`src/rtl/key_matrix_pkg.sv`:
```
// Shared types and sizing helpers for the key-matrix scanner and its
// frame debouncer.
package key_matrix_pkg;

  // Scan sequencer states.
  typedef enum logic [1:0] {
    IDLE      = 2'd0,
    DRIVE     = 2'd1,
    SAMPLE    = 2'd2,
    FRAME_END = 2'd3
  } scan_state_e;

  // Counter width able to index n distinct values; never narrower than one bit.
  function automatic int unsigned cnt_width(input int unsigned n);
    int unsigned w;
    w = $clog2(n);
    if (w < 32'd1) begin
      cnt_width = 32'd1;
    end else begin
      cnt_width = w;
    end
  endfunction

endpackage

```
`src/rtl/key_frame_debouncer.sv`:
```
// Whole-frame debouncer for the key-matrix scanner. Accepts one raw frame per
// strobe, requires DEBOUNCE_SCANS consecutive identical frames before the
// stable key map changes, and emits a one-cycle mask of newly pressed keys.
// Optional build macro KEY_MATRIX_GHOST_REJECT_EN discards frames in which two
// rows share two or more pressed columns (the classic diode-less ghost pattern).
module key_frame_debouncer
  import key_matrix_pkg::*;
#(
  parameter int unsigned N              = 5,
  parameter int unsigned DEBOUNCE_SCANS = 3
) (
  input  logic           clk_i,
  input  logic           rst_i,
  input  logic [N*N-1:0] raw_i,
  input  logic           strobe_i,
  output logic [N*N-1:0] pressed_o,
  output logic [N*N-1:0] new_press_o
);

  // The match counter must hold 0..DEBOUNCE_SCANS inclusive.
  localparam int unsigned MW = cnt_width(DEBOUNCE_SCANS + 32'd1);
  localparam logic [MW-1:0] MATCH_MAX = MW'(DEBOUNCE_SCANS);
  localparam logic [MW-1:0] MATCH_ONE = MW'(1);

  logic [N*N-1:0] prev_q,      prev_d;
  logic [N*N-1:0] pressed_q,   pressed_d;
  logic [N*N-1:0] new_press_q, new_press_d;
  logic [MW-1:0]  match_q,     match_d;
  logic           ghost_s;

`ifdef KEY_MATRIX_GHOST_REJECT_EN
  // True when any pair of rows shares two or more pressed columns; such a
  // frame cannot be told apart from one containing phantom keys.
  function automatic logic frame_has_ghost(input logic [N*N-1:0] f);
    logic           g;
    logic [N-1:0]   shared;
    g = 1'b0;
    for (int a = 0; a < N; a++) begin
      for (int b = a + 1; b < N; b++) begin
        shared = f[a*N +: N] & f[b*N +: N];
        if ($countones(shared) > 1) begin
          g = 1'b1;
        end else begin
          g = g;
        end
      end
    end
    return g;
  endfunction

  assign ghost_s = frame_has_ghost(raw_i);
`else
  assign ghost_s = 1'b0;
`endif

  // Next-state for the debounce history and the stable key map, evaluated once per frame strobe.
  always_comb begin
    prev_d      = prev_q;
    match_d     = match_q;
    pressed_d   = pressed_q;
    new_press_d = '0;
    if (strobe_i) begin
      if (ghost_s) begin
        // Unusable frame: history restarts, key map is held.
        match_d = '0;
      end else begin
        prev_d = raw_i;
        if (raw_i == prev_q) begin
          if (match_q >= MATCH_MAX) begin
            match_d = MATCH_MAX;
          end else begin
            match_d = match_q + MATCH_ONE;
          end
        end else begin
          match_d = MATCH_ONE;
        end
        if ((match_d == MATCH_MAX) && (raw_i != pressed_q)) begin
          pressed_d   = raw_i;
          new_press_d = raw_i & ~pressed_q;
        end else begin
          pressed_d   = pressed_q;
          new_press_d = '0;
        end
      end
    end else begin
      match_d = match_q;
    end
  end

  // Debounce state and registered outputs.
  always_ff @(posedge clk_i) begin
    if (rst_i) begin
      prev_q      <= '0;
      match_q     <= '0;
      pressed_q   <= '0;
      new_press_q <= '0;
    end else begin
      prev_q      <= prev_d;
      match_q     <= match_d;
      pressed_q   <= pressed_d;
      new_press_q <= new_press_d;
    end
  end

  assign pressed_o   = pressed_q;
  assign new_press_o = new_press_q;

endmodule

```
`src/rtl/key_matrix_scanner.sv`:
```
// N x N push-button matrix scanner. Drives one active-high column at a time,
// lets it settle for SETTLE_CYCLES clocks, captures the active-low rows into a
// raw frame, and hands each completed frame to key_frame_debouncer.
// A frame takes N*(SETTLE_CYCLES+1)+1 clocks. Build macro
// KEY_MATRIX_GHOST_REJECT_EN enables ghost-frame rejection in the debouncer.
module key_matrix_scanner
  import key_matrix_pkg::*;
#(
  parameter int unsigned N              = 5,
  parameter int unsigned SETTLE_CYCLES  = 2,
  parameter int unsigned DEBOUNCE_SCANS = 3
) (
  input  logic           clk_i,
  input  logic           rst_i,
  input  logic           ena_i,
  output logic [N-1:0]   cols_o,
  input  logic [N-1:0]   rows_i,
  output logic [N*N-1:0] pressed_o,
  output logic [N*N-1:0] new_press_o,
  output logic           frame_done_o
);

  localparam int unsigned   COL_W       = cnt_width(N);
  localparam int unsigned   SET_W       = cnt_width(SETTLE_CYCLES);
  localparam logic [COL_W-1:0] COL_LAST = COL_W'(N - 32'd1);
  localparam logic [SET_W-1:0] SET_LAST = SET_W'(SETTLE_CYCLES - 32'd1);
  localparam logic [N-1:0]     COL0_SEL = N'(1);

  scan_state_e      state_q;
  logic [COL_W-1:0] col_q;
  logic [SET_W-1:0] settle_q;
  logic [N-1:0]     cols_q;
  logic [N*N-1:0]   raw_q;
  logic             frame_done_q;

  // Scan sequencer: column stepping, settle timing, row capture and frame strobe.
  always_ff @(posedge clk_i) begin
    if (rst_i) begin
      state_q      <= IDLE;
      col_q        <= '0;
      settle_q     <= '0;
      cols_q       <= '0;
      raw_q        <= '0;
      frame_done_q <= 1'b0;
    end else begin
      frame_done_q <= 1'b0;
      case (state_q)
        IDLE: begin
          col_q    <= '0;
          settle_q <= '0;
          if (ena_i) begin
            state_q <= DRIVE;
            cols_q  <= COL0_SEL;
          end else begin
            cols_q  <= '0;
          end
        end

        DRIVE: begin
          if (settle_q == SET_LAST) begin
            settle_q <= '0;
            state_q  <= SAMPLE;
          end else begin
            settle_q <= settle_q + SET_W'(1);
          end
        end

        SAMPLE: begin
          // Column still driven this cycle; a low row means a closed switch.
          for (int r = 0; r < N; r++) begin
            for (int c = 0; c < N; c++) begin
              if (col_q == COL_W'(c)) begin
                raw_q[r*N + c] <= ~rows_i[r];
              end
            end
          end
          if (col_q == COL_LAST) begin
            state_q      <= FRAME_END;
            cols_q       <= '0;
            frame_done_q <= 1'b1;
          end else begin
            col_q   <= col_q + COL_W'(1);
            cols_q  <= cols_q << 1'b1;
            state_q <= DRIVE;
          end
        end

        FRAME_END: begin
          // ena is only honoured here, so a frame is never cut short.
          col_q    <= '0;
          settle_q <= '0;
          if (ena_i) begin
            state_q <= DRIVE;
            cols_q  <= COL0_SEL;
          end else begin
            state_q <= IDLE;
            cols_q  <= '0;
          end
        end

        default: begin
          state_q  <= IDLE;
          col_q    <= '0;
          settle_q <= '0;
          cols_q   <= '0;
        end
      endcase
    end
  end

  key_frame_debouncer #(
    .N              (N),
    .DEBOUNCE_SCANS (DEBOUNCE_SCANS)
  ) u_debouncer (
    .clk_i       (clk_i),
    .rst_i       (rst_i),
    .raw_i       (raw_q),
    .strobe_i    (frame_done_q),
    .pressed_o   (pressed_o),
    .new_press_o (new_press_o)
  );

  assign cols_o       = cols_q;
  assign frame_done_o = frame_done_q;

endmodule

```
`config.mk`:
```
export PLATFORM = sky130hd
export DESIGN_NAME = key_matrix_scanner
export DESIGN_NICKNAME = d
export VERILOG_FILES = /design/src/rtl/key_matrix_pkg.sv /design/src/rtl/key_frame_debouncer.sv /design/src/rtl/key_matrix_scanner.sv
export SDC_FILE = /design/constraint.sdc
export NUM_CORES = 1
export LEC_CHECK = 0
export BUFFER_PORTS_ARGS = -buffer_cell sky130_fd_sc_hd__clkbuf_2
export CORE_MARGIN = 8
export CORE_UTILIZATION = 45
export DETAILED_ROUTE_END_ITERATION = 8
export GPL_ROUTABILITY_DRIVEN = 0
export PLACE_DENSITY = 0.68
export SETUP_SLACK_MARGIN = 0.1
export SLEW_MARGIN = 20
export SYNTH_ARGS = -nofsm -noshare
export SYNTH_HDL_FRONTEND = slang
export SYNTH_SLANG_ARGS = --single-unit
```
`constraint.sdc`:
```
create_clock -name clk_i -period 3 [get_ports clk_i]
set_clock_uncertainty 0.05 [all_clocks]
set_input_delay 0.15 -clock clk_i [delete_from_list [all_inputs] [get_ports clk_i]]
set_output_delay 0.15 -clock clk_i [all_outputs]
set_load 0.05 [all_outputs]
```
* Word-level counts from Yosys, hierarchy flattened
Index checks and enable logic that the tools add are counted.
** Operators by class
- Add/subtract/negate cells :: 3
- $lt $le $gt $ge :: 1
- Equality and inequality tests :: 13
- Multiplexer cells :: 16
- Bitwise logic cells :: 10
- Reductions and logical operators :: 16
** Operators by type and width (count)
- 25-bit AND :: 1
- 25-bit equality test :: 1
- 25-bit inequality test :: 1
- 25-bit NOT :: 1
- 2-bit AND reduction :: 8
- 2-bit 2-to-1 mux :: 6
- 5-bit case mux with 2 select lines :: 1
- 1-bit NOT :: 8
- 2-bit case mux with 4 select lines :: 1
- 2-bit equality test, second input constant :: 3
- 3-bit by 2-bit equality test with 1-bit output, second input constant :: 2
- 2-bit inequality test, second input constant :: 3
- 3-bit case mux with 2 select lines :: 1
- 5-bit 2-to-1 mux :: 1
- 1-bit 2-to-1 mux :: 4
- 2-bit nonzero test :: 2
- 2-bit OR reduction :: 2
- 3-bit by 1-bit adder with 3-bit output, second input constant :: 1
- 3-bit by 1-bit equality test with 1-bit output, second input constant :: 1
- 3-bit equality test, second input constant :: 1
- 3-bit zero test :: 1
- 3-bit 2-to-1 mux :: 1
- 3-bit OR reduction :: 1
- 2-bit by 1-bit adder with 2-bit output, second input constant :: 1
- 6 further kinds :: 6
** Storage, ports and cells
- Flip-flop bits (word level) :: 114
- Bits of input ports :: 8
- Output and inout port bits :: 56

* Depth between registers and ports, before layout
Gate-level depths: netlist of run 1.
- Word-level depth :: 8
- Gate-level depth with buffers :: 8
- Gate-level depth less buffers :: 7

* Cells and area by module
From an unflattened synthesis of run 1, not the netlist that was laid out.
** Unflattened totals
- Cell total of the unflattened synthesis :: 514
- Area total of the unflattened synthesis :: 5173.7 µm²
** Modules (own cells, without submodules)
- key_frame_debouncer :: instances 1, cells an instance 358, area an instance 3540.9 µm², seq. area each 1541.5 µm²
- key_matrix_scanner :: instances 1, cells an instance 156, area an instance 1632.8 µm², seq. area each 740.7 µm²

* Least setup slack after synthesis of run 1
Ideal clock, no wire load.
- Kind :: register -> register
- Start point :: register u_debouncer.pressed_q[16] (netlist: u_debouncer.pressed_o[16])
- End point :: register u_debouncer.new_press_q[0] (netlist: u_debouncer.new_press_o[0])
- Library setup time :: 0.115 ns
- Arrival time :: 2.366 ns
- Data required time :: 2.835 ns
- Setup slack :: 0.469 ns
- Stages on the path, launching flop included :: 9
- Clock period less this slack :: 2.531 ns
- Cells stage by stage :: dfxtp_1 > inv_1 > ha_1 > nand4_1 > or4_1 > o211ai_2 > nor4_4 > buf_6 > and2_1
** On the way
- Longest elaborated chain between the ends :: 4
** RTL lines
- from (decl) :: line key_frame_debouncer.sv:26 : logic [N*N-1:0] pressed_q, pressed_d;
- from (signal assigned) :: line key_frame_debouncer.sv:100 : pressed_q <= pressed_d;
- 25-bit inequality test :: line key_frame_debouncer.sv:77 : if ((match_d == MATCH_MAX) && (raw_i != pressed_q)) begin
- 1-bit logical AND :: line key_frame_debouncer.sv:77
- 1-bit NOT (no source line)
- 3-bit OR reduction (no source line)
- to (signal assigned) :: line key_frame_debouncer.sv:101 : new_press_q <= new_press_d;
- to (decl) :: line key_frame_debouncer.sv:27 : logic [N*N-1:0] new_press_q, new_press_d;
Every way passes these cells.
A chain may end at the register's enable or synchronous reset.

* Final worst setup path of run 1
- Start point :: register u_debouncer.pressed_q[18] (netlist: u_debouncer.pressed_o[18])
- End point :: register u_debouncer.pressed_q[16] (netlist: u_debouncer.pressed_o[16])
** On the way
- Longest elaborated chain between the ends :: 3
** RTL lines (line)
- 25-bit inequality test :: key_frame_debouncer.sv:77
- 1-bit logical AND :: key_frame_debouncer.sv:77
- 2-bit AND reduction (no source line)
Every way passes these cells.

==> impl_metrics.ini, run 1 <==
[floorplan]
die-height_microns = 121
pin_count = 64
die_area_sq_mm = 0.0148
coreArea_sq_mm = 0.0108
fp.dieW_microns = 121
start_util_pct = 46.2
rows = 38

[timing]
fmax_ghz = 0.398
rsz0062_at_grt = no
setup_violations = 0
period_share_pct = 83.7
timing.slew.headroom_pct = 44.1
maxSlewViolCount = 0
finalSetupTns_ns = 0
hold_violations = 0
holdWs_ns = 0.298
worst_pin_slew_ns = 0.838
finalCriticalPeriod_ns = 2.51

[hold_path]
worstHoldPathType = input port to flip-flop
min_to = cols_o[1]
worstHoldStart = rst_i
whs_path_depth = 2

[cts]
cts_num_sinks = 114
cts_buffers = 17
clk_pin_slew_worst_paths_ns = 0.05
postCtsSetupBuffers = 0
clk_path_buf_depth = 2
cts_tree = built
h-tree-depth = 4
clock-root-buffer = clkbuf_8
clk_latency_ns = 0.52

[cells_and_area]
num-fill-cells = 956
areaGrowthSynthToFinish_pct = 22.6
diodes = 0
regArea_sq_mm = 0.00228
multi_input_area_sq_mm = 0.00243
drive_above_1_share_pct = 19.7
nets = 626
stdcell_count = 735

[synthesis]
syn_inst = 516
synth_ff_type = dfxtp_1
ys_ff_latch = 114
yosysMostFrequentCell = dfxtp_1
synth_edf_count = 0
synth_area_leaders = dfxtp_1, ha_1, mux2i_1
yosys.area.top_type = dfxtp_1
async_reset_ff_share_pct = 0
synth_warnings = 0
syn_nets = 560
seq_area_frac_synth_pct = 45.6
synth_area_per_cell_sq_um = 9.70
synth_cell_types = 34
yosys-top-cells-count = dfxtp_1, nor2_1, ha_1
synthDominantCellAreaShare_pct = 45.6
syn-cell-area_sq_mm = 0.00501

[global_routing]
first_global_vias = 3748
antenna_found_initial = 0
grt_max_degree = 40
track_usage_pct = 16.1
overflow = 0
grt_pass1_wl_mm = 18.7

[status]
status = finished, final reports clean

[run]
drv_cap = 0

[routing]
wirelength_mm = 11.6
wl_per_cell_microns = 15.7
viasPerCell = 5.34
first_pass_iters = 4
drtIter0Drc = 228
drc = 0
vias = 3925
ant_nets = 0

[setup_path]
crit_chain = inv_1 -> ha_1 -> nand4_1 -> or4_1 -> o211ai_2 -> buf_4 -> o31ai_1 -> a21oi_1
cp-start-kind = flip-flop
end_kind = flip-flop
critPathSlowestCell = or4_1
required_ns = 3.38
worstPathArrival_ns = 2.89
path_class = flip-flop to flip-flop
rr_startpoint = u_debouncer.pressed_o[18]
reg2reg_depth = 8
cp_slowest_stage_delay_ns = 0.56
crit_path_max_fanout = 10
r2r_end = u_debouncer.pressed_o[16]
r2r_slack_ns = 0.49

[place]
io_buffers = 63
dp_cells = 697
hpwl_mm = 8.25

[power]
leakage_nw = 2.56
finalPower_w = 0.00481
power_density_mw_per_mm2 = 783
peakVddDrop_mv = 0.346
flip-flops by register name, indices dropped and copies added (netlist names), 2 cells and up:
| register | cells |
|---|---|
| state_q | 2 |
| col_q | 3 |
| u_debouncer.match_q | 2 |
| u_debouncer.pressed_o | 25 |
| u_debouncer.new_press_o | 25 |
| cols_o | 5 |
| u_debouncer.prev_q | 25 |
| raw_q | 25 |
power by group:
part | leakage (nW) | total [W] | internal [W] | switching (W)
clock network | 0.322 | 0.00220 | 0.00153 | 0.000674
registers | 0.919 | 0.00165 | 0.00157 | 0.0000782
logic | 1.32 | 0.000953 | 0.000282 | 0.000670
total | 2.56 | 0.00481 | 0.00338 | 0.00142
final cells by class:
cell class              count  area share, %
multi-input cells         333           39.6
flip-flops and latches    114           37.2
repair buffers             83           7.83
clock buffers              20           7.10
clock inverters            12           3.43
well taps                 140           2.85
inverters                  33           2.02
metrics by stage:
step	setup slack (ns)	instance area, sq um	util [%]
global placement	0.576	5430	50.1
global route	0.286	6140	56.6
finish	0.490	6140	56.6
floorplan	0.469	5010	-
CTS	0.494	6140	56.6
detailed placement	0.507	5430	50.1
worst max-delay path by stage:
stage	from	end	slack [ns]	depth (start not counted)
6_report	u_debouncer.pressed_o[18]	u_debouncer.pressed_o[16]	0.49	8
5_1_grt	u_debouncer.pressed_o[16]	u_debouncer.pressed_o[16]	0.29	8
4_1_cts	u_debouncer.pressed_o[18]	u_debouncer.pressed_o[16]	0.49	8
3_5_place_dp	u_debouncer.pressed_o[18]	u_debouncer.pressed_o[19]	0.51	8
3_3_place_gp	u_debouncer.pressed_o[18]	u_debouncer.pressed_o[18]	0.58	8
2_1_floorplan	u_debouncer.pressed_o[16]	u_debouncer.new_press_o[0]	0.47	8
placed cells by master, fill, tap and decap left out, drive strengths merged:
master       netlist  routed
inv               33      33
clkinv             0       6
nor4               7       7
mux2i             25      25
o211a              1       1
dfxtp            114     114
xor2              24      24
nor2              62      62
and2              29      29
and3               1       1
o31ai             25      25
nor2b              1       1
and4               2       2
xnor2              1       1
dlygate4sd3        0       6
o211ai             1       1
o21ai              4       4
a22oi              6       6
nand2              6       6
ha                36      36
a211oi            28      28
a21oi             32      32
bufinv             0       6
nor3               1       1
or4                1       1
buf               12      14
a31o               1       1
nand3              5       5
or3                2       2
clkbuf            24      83
nand4             32      32
worst max-delay path: cells and delay by family, from the launching register on:
kind                     cells  cell delay (ns)
AO/OA/AOI/OAI                3             0.76
AND/OR/NAND/NOR              2             0.66
adder cells (fa/ha/maj)      1             0.28
buffers and inverters        2             0.34
flip-flops                   1             0.35
repair_timing:
item                      CTS  global route
resized for setup           0             0
hold buffers                6             0
hold endpoints to repair   26             0
kinds of logic (layout without fill, tap and decap cells):
group | Yosys count | in the layout | synth area share, %
simple gates | 149 | 149 | 17.1
mux | 25 | 25 | 5.00
flops | 114 | 114 | 45.6
xor+xnor | 25 | 25 | 4.37
fa+ha+maj | 36 | 36 | 9.00
compound gates | 98 | 98 | 13.1
buf+inv | 69 | 148 | 5.90
routing by layer:
metal  wire length, microns  up-vias  GRT usage [%]  part of all wire [%]
met5                      0        -              0                     0
met4                    159        0           5.47                   1.4
met3                    769       14           6.00                   6.7
met2                   5340       98           26.3                    46
met1                   5290     1862           19.1                    46
li1                       -     1951              -                     -
(Power assumes the default switching activity.)
==> run 2: changes to the inputs <==
- PLACE_DENSITY: 0.68 -> 0.7
- clock period: 3 -> 2.3 ns (I/O delays scaled with it)
==> run 2 against run 1 <==
Effect of this change:
- worst hold slack lost 0.25 ns
- highest routed layer unchanged
- sequential share of layout area fell by 0.68 points
- critical path depth grew 1
- largest cell class unchanged
- clock power rose by 11%
- critical endpoint is now u_debouncer.new_press_o[10]
- final cell count up 2.4%
- design area grew 4.6%
==> impl_metrics.ini, run 2 (synthesis gave the netlist of run 1 again) <==
[status]
status = finished, final reports clean

[cts]
cts_num_sinks = 114
cts_tree = built
clk_pin_slew_worst_paths_ns = 0.05
h-tree-depth = 4
clock-root-buffer = clkbuf_8
cts_buffers = 17
clk_latency_ns = 0.52
clk_path_buf_depth = 2

[global_routing]
track_usage_pct = 17.3
antenna_found_initial = 0
grt_max_degree = 90
grt_pass1_wl_mm = 20.0
overflow = 0
first_global_vias = 3923

[floorplan]
rows = 38
fp.dieW_microns = 121
die_area_sq_mm = 0.0148
start_util_pct = 46.2
die-height_microns = 121
pin_count = 64
coreArea_sq_mm = 0.0108

[setup_path]
path_delay_family = simple AND/OR/NAND/NOR gates
crit_chain = inv_2 -> ha_1 -> nand4_1 -> or4_4 -> o211ai_4 -> buf_6 -> nor4_4 -> buf_4 -> and2_4
required_ns = 2.67
path_class = flip-flop to flip-flop
crit_buf_inv = 3
cp-start-kind = flip-flop
cp_slowest_stage_delay_ns = 0.58
end_kind = flip-flop
worstPathArrival_ns = 2.61
critPathSlowestCell = or4_4
crit_path_max_fanout = 6

[timing]
timing.slew.headroom_pct = 37.4
maxSlewViolCount = 0
hold_violations = 0
period_share_pct = 97.7
setup_violations = 0
holdWs_ns = 0.0440
fmax_ghz = 0.445
finalCriticalPeriod_ns = 2.25
finalSetupTns_ns = 0
rsz0062_at_grt = yes
worst_pin_slew_ns = 0.939

[power]
peakVddDrop_mv = 0.465
power_density_mw_per_mm2 = 926
leakage_nw = 2.66

[cells_and_area]
final_cell_mix = dfxtp_1, clkbuf_2, nor2_1
areaGrowthSynthToFinish_pct = 28.3
final_core_util_pct = 59.2
layout_commonest_cell = dfxtp_1
diodes = 0
nets = 645
drive_above_1_share_pct = 30.8

[routing]
wirelength_mm = 12.8
vias = 4096
first_pass_iters = 5
ant_nets = 0
drc = 0
wl_per_cell_microns = 17.0
drtIter0Drc = 277
viasPerCell = 5.44

[hold_path]
worstHoldPathType = input port to flip-flop

[place]
io_buffers = 63
hpwl_mm = 8.50

[run]
drv_cap = 0
## run 2: cell types whose count changed in the layout (fill, tap and decap cells not counted), sizes merged
cell and delta:
buf +17, clkbuf +8, bufinv -5, clkinv -3, nor4 +1
## run 2: final cells by class
type	count	area (sq um)
flip-flops and latches	114	2340
repair buffers	101	664
clock buffers	27	513
inverters	33	124
clock inverters	4	45.0
fillers	882	4420
multi-input cells	334	2550
well taps	140	175
## run 2: routing by layer
layer	track usage [%]	vias to the layer above	share of wire (%)
li1	-	1991	-
met1	22.2	1918	44
met5	0	-	0
met2	26.2	161	45
met4	8.10	0	2.6
met3	4.93	26	8.3
## run 2: stage by stage
stage          cells  setup WS (ns)  instance area, sq um  power [W]
2_1_floorplan    516          0.117                  5080    0.00309
3_3_place_gp     706         0.0676                  5580    0.00341
3_5_place_dp     706        -0.0214                  5580    0.00344
4_1_cts          746         0.0895                  6260    0.00593
5_1_grt          753        -0.0223                  6420    0.00619
6_report         753         0.0534                  6420    0.00595
## run 2: final timing paths
path / startpoint / end / slack, ns / cells after the start
setup / recovery: u_debouncer.pressed_o[18] / u_debouncer.new_press_o[10] / 0.05 / 9
hold / removal: rst_i / u_debouncer.new_press_o[22] / 0.04 / 3
setup reg to reg: u_debouncer.pressed_o[18] / u_debouncer.new_press_o[10] / 0.05 / 9
hold reg to reg: u_debouncer.pressed_o[0] / u_debouncer.pressed_o[0] / 0.43 / 2
## run 2: report_power, final
part / leakage [nW] / total, W / internal, W / switching [W]
sequential: 0.938 / 0.00215 / 0.00204 / 0.000103
clock: 0.277 / 0.00244 / 0.00160 / 0.000839
combinational: 1.44 / 0.00136 / 0.000401 / 0.000960
total: 2.66 / 0.00595 / 0.00404 / 0.00190
## run 2: repair_timing
action / in CTS / in global routing
cloned: 1 / 2
resized for setup: 8 / 27
hold buffers: 6 / 0
buffers inserted: 2 / 5
endpoints found under the hold margin: 26 / 0
pin swaps: 7 / 24
setup endpoints to repair: 45 / 50
## run 2: worst reg2reg max path, cell delays in order (launching register included)
cell and delay [ns]:
dfxtp_4 0.35, inv_2 0.03, ha_1 0.26, nand4_1 0.11, or4_4 0.58, o211ai_4 0.25
buf_6 0.15, nor4_4 0.04, buf_4 0.17, and2_4 0.15
